<file path="src/rtl/alu_mdu_iter.sv">
// alu_mdu_iter: single-cycle ALU with an iterative radix-2 multiply/divide unit.
// Results are registered; o_valid strobes for exactly one cycle in DONE.
module alu_mdu_iter #(
   parameter int XLEN = 32,
   parameter int SHW  = $clog2(XLEN)
) (
   input  logic            i_clk,
   input  logic            i_reset,
   input  logic            i_valid,
   output logic            o_ready,
   input  logic [4:0]      i_alu_op,
   input  logic [XLEN-1:0] i_op_a,
   input  logic [XLEN-1:0] i_op_b,
   input  logic            i_flush,
   output logic            o_valid,
   output logic [XLEN-1:0] o_result
);

   localparam int CNT_W = SHW + 1;
   localparam logic [XLEN-1:0] MOST_NEG = {1'b1, {(XLEN-1){1'b0}}};

   localparam logic [4:0] OP_ADD  = 5'd0;
   localparam logic [4:0] OP_SUB  = 5'd1;
   localparam logic [4:0] OP_SLL  = 5'd2;
   localparam logic [4:0] OP_SLT  = 5'd3;
   localparam logic [4:0] OP_SLTU = 5'd4;
   localparam logic [4:0] OP_XOR  = 5'd5;
   localparam logic [4:0] OP_SRL  = 5'd6;
   localparam logic [4:0] OP_SRA  = 5'd7;
   localparam logic [4:0] OP_OR   = 5'd8;
   localparam logic [4:0] OP_AND  = 5'd9;

   typedef enum logic [1:0] {IDLE, MUL, DIV, DONE} state_t;

   state_t            state;
   logic [CNT_W-1:0]  cnt;
   logic [2*XLEN-1:0] acc;
   logic [XLEN-1:0]   mcand;
   logic [XLEN-1:0]   divisor;
   logic [XLEN-1:0]   quot;
   logic [XLEN-1:0]   remr;
   logic              neg_q;
   logic              rneg_q;
   logic              sel_q;

   logic [SHW-1:0]    shamt;
   logic [XLEN-1:0]   alu_res;
   logic              is_mul, is_div, div_s;
   logic              sgn_a, sgn_b;
   logic [XLEN-1:0]   mag_a, mag_b;
   logic              div_zero, div_ovf, div_special;
   logic [XLEN-1:0]   special_res;

   logic [XLEN:0]     mul_sum;
   logic [2*XLEN-1:0] acc_nxt, prod;
   logic [XLEN-1:0]   mul_res;
   logic [XLEN:0]     trial, diff;
   logic [XLEN-1:0]   rem_nxt, quot_nxt, q_fin, r_fin, div_res;

   assign shamt = i_op_b[SHW-1:0];

   always_comb begin
      alu_res = '0;
      case (i_alu_op)
         OP_ADD:  alu_res = i_op_a + i_op_b;
         OP_SUB:  alu_res = i_op_a - i_op_b;
         OP_SLL:  alu_res = i_op_a << shamt;
         OP_SLT:  alu_res[0] = $signed(i_op_a) < $signed(i_op_b);
         OP_SLTU: alu_res[0] = i_op_a < i_op_b;
         OP_XOR:  alu_res = i_op_a ^ i_op_b;
         OP_SRL:  alu_res = i_op_a >> shamt;
         OP_SRA:  alu_res = $signed(i_op_a) >>> shamt;
         OP_OR:   alu_res = i_op_a | i_op_b;
         OP_AND:  alu_res = i_op_a & i_op_b;
         default: alu_res = '0;
      endcase
   end

   // Operand signedness: MUL/MULH signed*signed, MULHSU signed*unsigned,
   // MULHU unsigned; DIV/REM signed, DIVU/REMU unsigned (opcode bit 0).
   always_comb begin
      is_mul      = i_alu_op[4:2] == 3'b100;
      is_div      = i_alu_op[4:2] == 3'b101;
      div_s       = !i_alu_op[0];
      sgn_a       = i_op_a[XLEN-1] & (is_mul ? (i_alu_op[1:0] != 2'b11) : div_s);
      sgn_b       = i_op_b[XLEN-1] & (is_mul ? !i_alu_op[1] : div_s);
      mag_a       = sgn_a ? -i_op_a : i_op_a;
      mag_b       = sgn_b ? -i_op_b : i_op_b;
      div_zero    = i_op_b == '0;
      div_ovf     = div_s && (i_op_a == MOST_NEG) && (i_op_b == '1);
      div_special = is_div && (div_zero || div_ovf);
      if (div_zero)
         special_res = i_alu_op[1] ? i_op_a : '1;
      else
         special_res = i_alu_op[1] ? '0 : i_op_a;
   end

   // Shift-add step: the carry out of the high half lands in the top bit as
   // the accumulator shifts right, so no extra accumulator bit is needed.
   always_comb begin
      mul_sum = {1'b0, acc[2*XLEN-1:XLEN]} + {1'b0, (acc[0] ? mcand : {XLEN{1'b0}})};
      acc_nxt = {mul_sum, acc[XLEN-1:1]};
      prod    = neg_q ? -acc_nxt : acc_nxt;
      mul_res = sel_q ? prod[2*XLEN-1:XLEN] : prod[XLEN-1:0];
   end

   always_comb begin
      trial    = {remr, quot[XLEN-1]};
      diff     = trial - {1'b0, divisor};
      rem_nxt  = diff[XLEN] ? trial[XLEN-1:0] : diff[XLEN-1:0];
      quot_nxt = {quot[XLEN-2:0], !diff[XLEN]};
      q_fin    = neg_q ? -quot_nxt : quot_nxt;
      r_fin    = rneg_q ? -rem_nxt : rem_nxt;
      div_res  = sel_q ? r_fin : q_fin;
   end

   always_ff @(posedge i_clk or posedge i_reset) begin
      if (i_reset) begin
         state    <= IDLE;
         cnt      <= '0;
         acc      <= '0;
         mcand    <= '0;
         divisor  <= '0;
         quot     <= '0;
         remr     <= '0;
         neg_q    <= 1'b0;
         rneg_q   <= 1'b0;
         sel_q    <= 1'b0;
         o_valid  <= 1'b0;
         o_ready  <= 1'b1;
         o_result <= '0;
      end else if (i_flush) begin
         state   <= IDLE;
         cnt     <= '0;
         o_valid <= 1'b0;
         o_ready <= 1'b1;
      end else begin
         case (state)
            IDLE, DONE: begin
               state   <= IDLE;
               o_valid <= 1'b0;
               o_ready <= 1'b1;
               if (i_valid) begin
                  if (is_mul) begin
                     state   <= MUL;
                     cnt     <= CNT_W'(XLEN);
                     acc     <= {{XLEN{1'b0}}, mag_b};
                     mcand   <= mag_a;
                     neg_q   <= sgn_a ^ sgn_b;
                     sel_q   <= i_alu_op[1:0] != 2'b00;
                     o_ready <= 1'b0;
                  end else if (is_div && !div_special) begin
                     state   <= DIV;
                     cnt     <= CNT_W'(XLEN);
                     divisor <= mag_b;
                     quot    <= mag_a;
                     remr    <= '0;
                     neg_q   <= sgn_a ^ sgn_b;
                     rneg_q  <= sgn_a;
                     sel_q   <= i_alu_op[1];
                     o_ready <= 1'b0;
                  end else begin
                     state    <= DONE;
                     o_valid  <= 1'b1;
                     o_result <= is_div ? special_res : alu_res;
                  end
               end
            end
            MUL: begin
               cnt <= cnt - CNT_W'(1);
               acc <= acc_nxt;
               if (cnt == CNT_W'(1)) begin
                  state    <= DONE;
                  o_valid  <= 1'b1;
                  o_ready  <= 1'b1;
                  o_result <= mul_res;
               end
            end
            DIV: begin
               cnt  <= cnt - CNT_W'(1);
               quot <= quot_nxt;
               remr <= rem_nxt;
               if (cnt == CNT_W'(1)) begin
                  state    <= DONE;
                  o_valid  <= 1'b1;
                  o_ready  <= 1'b1;
                  o_result <= div_res;
               end
            end
            default: state <= IDLE;
         endcase
      end
   end

endmodule

</file>
<file path="config.mk">
export PLATFORM = sky130hd
export DESIGN_NAME = alu_mdu_iter
export DESIGN_NICKNAME = d
export VERILOG_FILES = /design/src/rtl/alu_mdu_iter.sv
export SDC_FILE = /design/constraint.sdc
export NUM_CORES = 2
export LEC_CHECK = 0
export ABC_AREA = 1
export CAP_MARGIN = 20
export CORE_UTILIZATION = 50
export DETAILED_ROUTE_END_ITERATION = 6
export GPL_TIMING_DRIVEN = 0
export PLACE_DENSITY = 0.72
export SETUP_SLACK_MARGIN = 0.02
export SKIP_CTS_REPAIR_TIMING = 1
export SYNTH_ARGS = -nofsm -noshare
export SYNTH_HDL_FRONTEND = slang
export SYNTH_SLANG_ARGS = --single-unit
</file>
<file path="constraint.sdc">
create_clock -name i_clk -period 23.2 [get_ports i_clk]
set_input_delay 3.48 -clock i_clk [delete_from_list [all_inputs] [get_ports i_clk]]
set_output_delay 3.48 -clock i_clk [all_outputs]
set_load 0.005 [all_outputs]
</file>
* After elaboration in Yosys (flattened, before gate mapping)
Index checks and enable logic that the tools add are counted.
Word-level totals: bits in registers 237, word-level logic and storage cells 147, input bits 73
Operators by class: muxes and demuxes 58, equality and inequality tests 28, reduce and logical (&&, ||, !) cells 25, magnitude comparators 2, bitwise gates (word level) 8, add/sub/neg operators 10, shift operators 3
Operators by type and width (number):
- two-way mux 32 bit | 23
- case mux 31 bit (8 select lines) | 1
- two-way mux 64 bit | 3
- negator 32 bit | 4
- case mux 32 bit (2 select lines) | 2
- case mux 64 bit (2 select lines) | 1
- case mux 32 bit (3 select lines) | 1
- equality test 32 bit (second input constant) | 2
- less-than comparator 32 bit | 2
- negator 64 bit | 1
- adder 32 x 32 -> 33 bit | 1
- subtractor 33 x 32 -> 33 bit | 1
- adder 32 bit | 1
- AND 32 bit | 1
- zero test 32 bit | 1
- OR 32 bit | 1
- left shift 32 x 5 -> 32 bit | 1
- >> shifter 32 x 5 -> 32 bit | 1
- >>> shifter 32 x 5 -> 32 bit | 1
- subtractor 32 bit | 1
- XOR 32 bit | 1
- two-way mux 6 bit | 4
- equality test 5 x 3 -> 1 bit (second input constant) | 4
- inequality test 2 bit (second input constant) | 8
- 31 further kinds | 67

* Depth between registers and ports, before layout
word-level depth 12, gate-level depth with buffers 33

* Worst setup path after synthesis
OpenSTA, ideal clock, no wires.
path type input port to flip-flop, from input port i_op_b[1], to register quot[22], cell stages on the path 22, library setup time 0.127 ns, slack 16.592 ns, required time 23.073 ns, arrival 6.482 ns, path buffers 5, path through clkbuf_1 inv_2 clkbuf_1 clkbuf_1 ha_1 inv_1 nor3_2 nand3_1 nor2_1 nand2_1 nor2_1 nand3_1 nor3_2 nand3_2 nand4_1 o21ai_1 nand2_1 inv_2 buf_4 buf_2 nand2_1 o21ai_1
Between the ends: word-level cells in the longest chain between the ends 8, elaborated cells between the ends (all ways) 9
Ends and longest elaborated chain:
- start, declared | line 13 | input logic [XLEN-1:0] i_op_b,
- equality test 32 bit | line 90 | div_ovf = div_s && (i_op_a == MOST_NEG) && (i_op_b == '1);
- logical AND 1 bit | line 90
- logical OR 1 bit (*) | line 91 | div_special = is_div && (div_zero || div_ovf);
- logical AND 1 bit (*) | line 91
- zero test 1 bit (*) | line 152 | end else if (is_div && !div_special) begin
- logical AND 1 bit (*) | line 152
- inequality test 2 bit (no line) (*)
- AND reduction 5 bit (no line) (*)
- end signal, assigned | line 156 | quot <= mag_a;
- end signal, assigned | line 181 | quot <= quot_nxt;
- end, declared | line 40 | logic [XLEN-1:0] quot;
Mark *: on every way between the ends. The rest lies on a longest branch, timed or not. A chain may end at the register's enable or synchronous reset.

* Worst setup path after layout
from input port i_op_b[2], to register o_result[27]
Between the ends: word-level cells in the longest chain between the ends 8, elaborated cells between the ends (all ways) 21
Ends and longest elaborated chain:
- parallel branches: the longest is 8 deep, another holds subtractor 32 bit
- end signal, assigned | line 165 | o_result <= is_div ? special_res : alu_res;
- end signal, assigned | line 176 | o_result <= mul_res;
- end signal, assigned | line 187 | o_result <= div_res;
- end, declared | line 16 | output logic [XLEN-1:0] o_result
Parallel ways; which one is timed is not known. The select of a mux whose other input is x is not followed.

==> flow_summary.yaml <==
sta:
  final-max-slew-violation-count: 0
  finalSetupViolCount: 0
  max_clock_freq_mhz: 110
  tightest_slew_ns: 1.29
  post-route-period-util: 0.393
  fin_tns_setup_ns: 0
  slew_headroom: 0.140
  rsz0062_at_grt: "no"
  finalHoldViolCount: 0
  min_period_ns: 9.12
  hold_ws_ns: 0.481
  finClkSkew_ns: 0.0421
clock_network:
  cts_buffers: 26
  cts_root_buffer: "clkbuf_16"
  cts_sinks: 237
  htreeDepth: 1
  cts_tree: "built"
  clk_pin_slew_ns: 0.06
  cts_max_path_buffers: 3
  clk_latency_ns: 0.60
floorplanning:
  ios: 107
  die_w_um: 252
  initial_utilization: 0.506
  rows: 91
  die_area_mm2: 0.0635
  fp.coreArea_mm2: 0.0617
  die_height_um: 252
power:
  power_density_mw_per_mm2: 142
  p_int_mw: 1.88
  power_switching_mw: 2.99
  worst_ir_drop_vdd_mv: 0.110
  pwr-share-comb: 0.745
  power_frac_seq: 0.162
  power.total_mw: 4.88
  switching_share: 0.614
  p_clk_frac: 0.094
  power_leakage_nw: 17.7
yosys:
  synthCells: 5458
  ys_ff_latch: 237
  synth-edff-count: 0
  synth_nets: 5706
  yosys_most_used_dff: "dfrtp_1"
  synth.distinct_cells: 64
  synth_area_mm2: 0.0313
  synth.avg_cell_area_um2: 5.73
  yosysSeqAreaShare: 0.190
  async_flop_share: 1.00
  yosys_warnings: 0
outcome:
  failed_checks: "DRC"
  outcome: "finished, violations left"
flow_run:
  cap_violations: 0
setup_path:
  criticalPathCategory: "in2reg"
  arrival_ns: 9.58
  startpoint_type: "primary input"
  worst-path-max-fanout: 11
  endpoint_kind: "flip-flop"
  critPathRequiredTime_ns: 23.66
global_routing:
  antenna_found_initial: 11
  grt_max_degree: 82
  grt_pass1_wl_um: 244000
  grt_overflow: 0
  grt_pass1_vias: 37000
  gr-usage-all-layers: 0.527
cells_and_area:
  syn_to_final_growth_pct: 9.94
  layout-drive-gt1-share: 0.0406
  utilization: 0.557
  nets: 5847
  design_area_mm2: 0.0344
min_path:
  min_path_type: "reg2reg"
routing:
  firstDrtPassIters: 7
  post_drt_wl_per_cell_um: 26.6
  vias: 40700
  drc: 4
  routed_wl_um: 172000
  drtIter0Drc: 6431
  ant_nets: 0
  vias_per_cell: 6.30
place:
  gp_congestion: 1.15
  place_area_mm2: 0.0334
  port_buffers: 105
  dp_hpwl_um: 136000
## kinds of logic (layout without fill, tap and decap cells)
group	Yosys count	count (layout)	share of synthesized area
AOI/OAI and AO/OA	1095	1095	0.199
xor gates and xnor gates	82	82	0.0230
adders and majority gates	175	175	0.0710
buffers and inverters	996	1153	0.124
DFF	237	237	0.190
muxes	13	13	0.00416
other	0	4	0
and+or+nand+nor	2860	2860	0.389
## cells in the final DEF, fill, tap and decap left out, types with 29 or more instances in the layout
cell	n
a21oi_1	331
a31oi_1	41
clkbuf_1	169
clkdlybuf4s50_1	105
dfrtp_1	236
ha_1	171
inv_1	736
nand2_1	1709
nand2_2	29
nand3_1	386
nand4_1	79
nor2_1	469
nor3_1	65
o211ai_1	48
o21ai_0	421
o21ai_1	46
o221ai_1	43
o22ai_1	56
xor2_1	77
## critical path: stages
cell             delay (ns)
clkdlybuf4s50_1        0.68
inv_1                  0.17
clkbuf_1               0.36
buf_1                  0.47
clkbuf_1               0.60
ha_1                   0.36
clkbuf_1               0.20
o31ai_1                1.01
a21oi_1                0.19
inv_1                  0.15
nand2_1                0.06
nand2_1                0.16
a21boi_0               0.17
o21ai_0                0.50
nand2_1                0.14
nand2_1                0.11
nand2_1                0.05
nand3_1                0.30
nand3_1                0.15
nand2_1                0.10
inv_1                  0.05
nand2_1                0.06
nand2_1                0.05
## through the flow
| stage | cells | setup slack (ns) |
|---|---|---|
| detailed placement | 6404 | 14.10 |
| global placement | 6400 | 9.91 |
| floorplan | 5458 | 13.22 |
| global route | 6452 | 14.12 |
| CTS | 6448 | 14.66 |
| finish | 6456 | 14.08 |
## metal layers
| layer | track usage | up-vias | routed length, µm |
|---|---|---|---|
| met1 | 0.616 | 18500 | 60000 |
| met5 | 0.00154 | - | 96 |
| met4 | 0.426 | 14 | 17600 |
| met2 | 0.774 | 3218 | 69400 |
| li1 | - | 18100 | - |
| met3 | 0.191 | 910 | 24400 |
## synthesized netlist by cell type (all sizes together), types with 18 or more instances
cell	n	area, µm²
nand2	1752	6750
o21ai	467	2340
or2	18	113
a21oi	335	1700
nand3	402	2140
clkbuf	167	627
dfrtp	236	5910
o221ai	43	377
a31oi	41	257
buf	65	382
inv	755	2830
ha	171	2140
o22ai	56	350
nor2	498	1980
nand4	79	494
nor3	74	428
o211ai	48	360
nor4	21	131
xor2	77	674
## power by group through the flow
| stage | Sequential [mW] | Clock [mW] | Combinational [mW] |
|---|---|---|---|
| after CTS | 0.772 | 0.446 | 3.43 |
| final | 0.789 | 0.456 | 3.63 |
| after global placement | 0.775 | 0 | 3.36 |
| after floorplan | 0.709 | 0 | 2.31 |
| after global routing | 0.797 | 0.465 | 3.87 |
| after detailed placement | 0.776 | 0 | 3.40 |
## flip-flops by register name, indices dropped and copies added (netlist names)
register	count
o_result	32
neg_q	1
remr	32
o_ready	1
o_valid	1
state	2
rneg_q	1
sel_q	1
quot	32
mcand	32
cnt	6
divisor	32
acc	64
## cell type report
cell class | count | area, µm²
inverter | 764 | 2880
buffer | 232 | 1010
clock buffer | 35 | 766
multi-input combinational | 4225 | 21400
fill | 6519 | 27400
sequential | 237 | 5930
antenna | 4 | 10.0
timing repair buffer | 113 | 1160
clock inverter | 9 | 115
tap | 837 | 1050
## final timing paths
path                            cells past startpoint            to          from  slack [ns]
worst max-delay path                               23  o_result[27]     i_op_b[2]       14.08
worst min-delay path                                2  o_result[12]  o_result[12]        0.48
worst max register to register                     32  o_result[26]      quot[31]       17.56
worst min register to register                      2  o_result[12]  o_result[12]        0.48
max in group asynchronous                           4       o_ready       i_reset       18.58
min in group asynchronous                           2       acc[43]       i_reset        3.35
(Power assumes the default switching activity.)
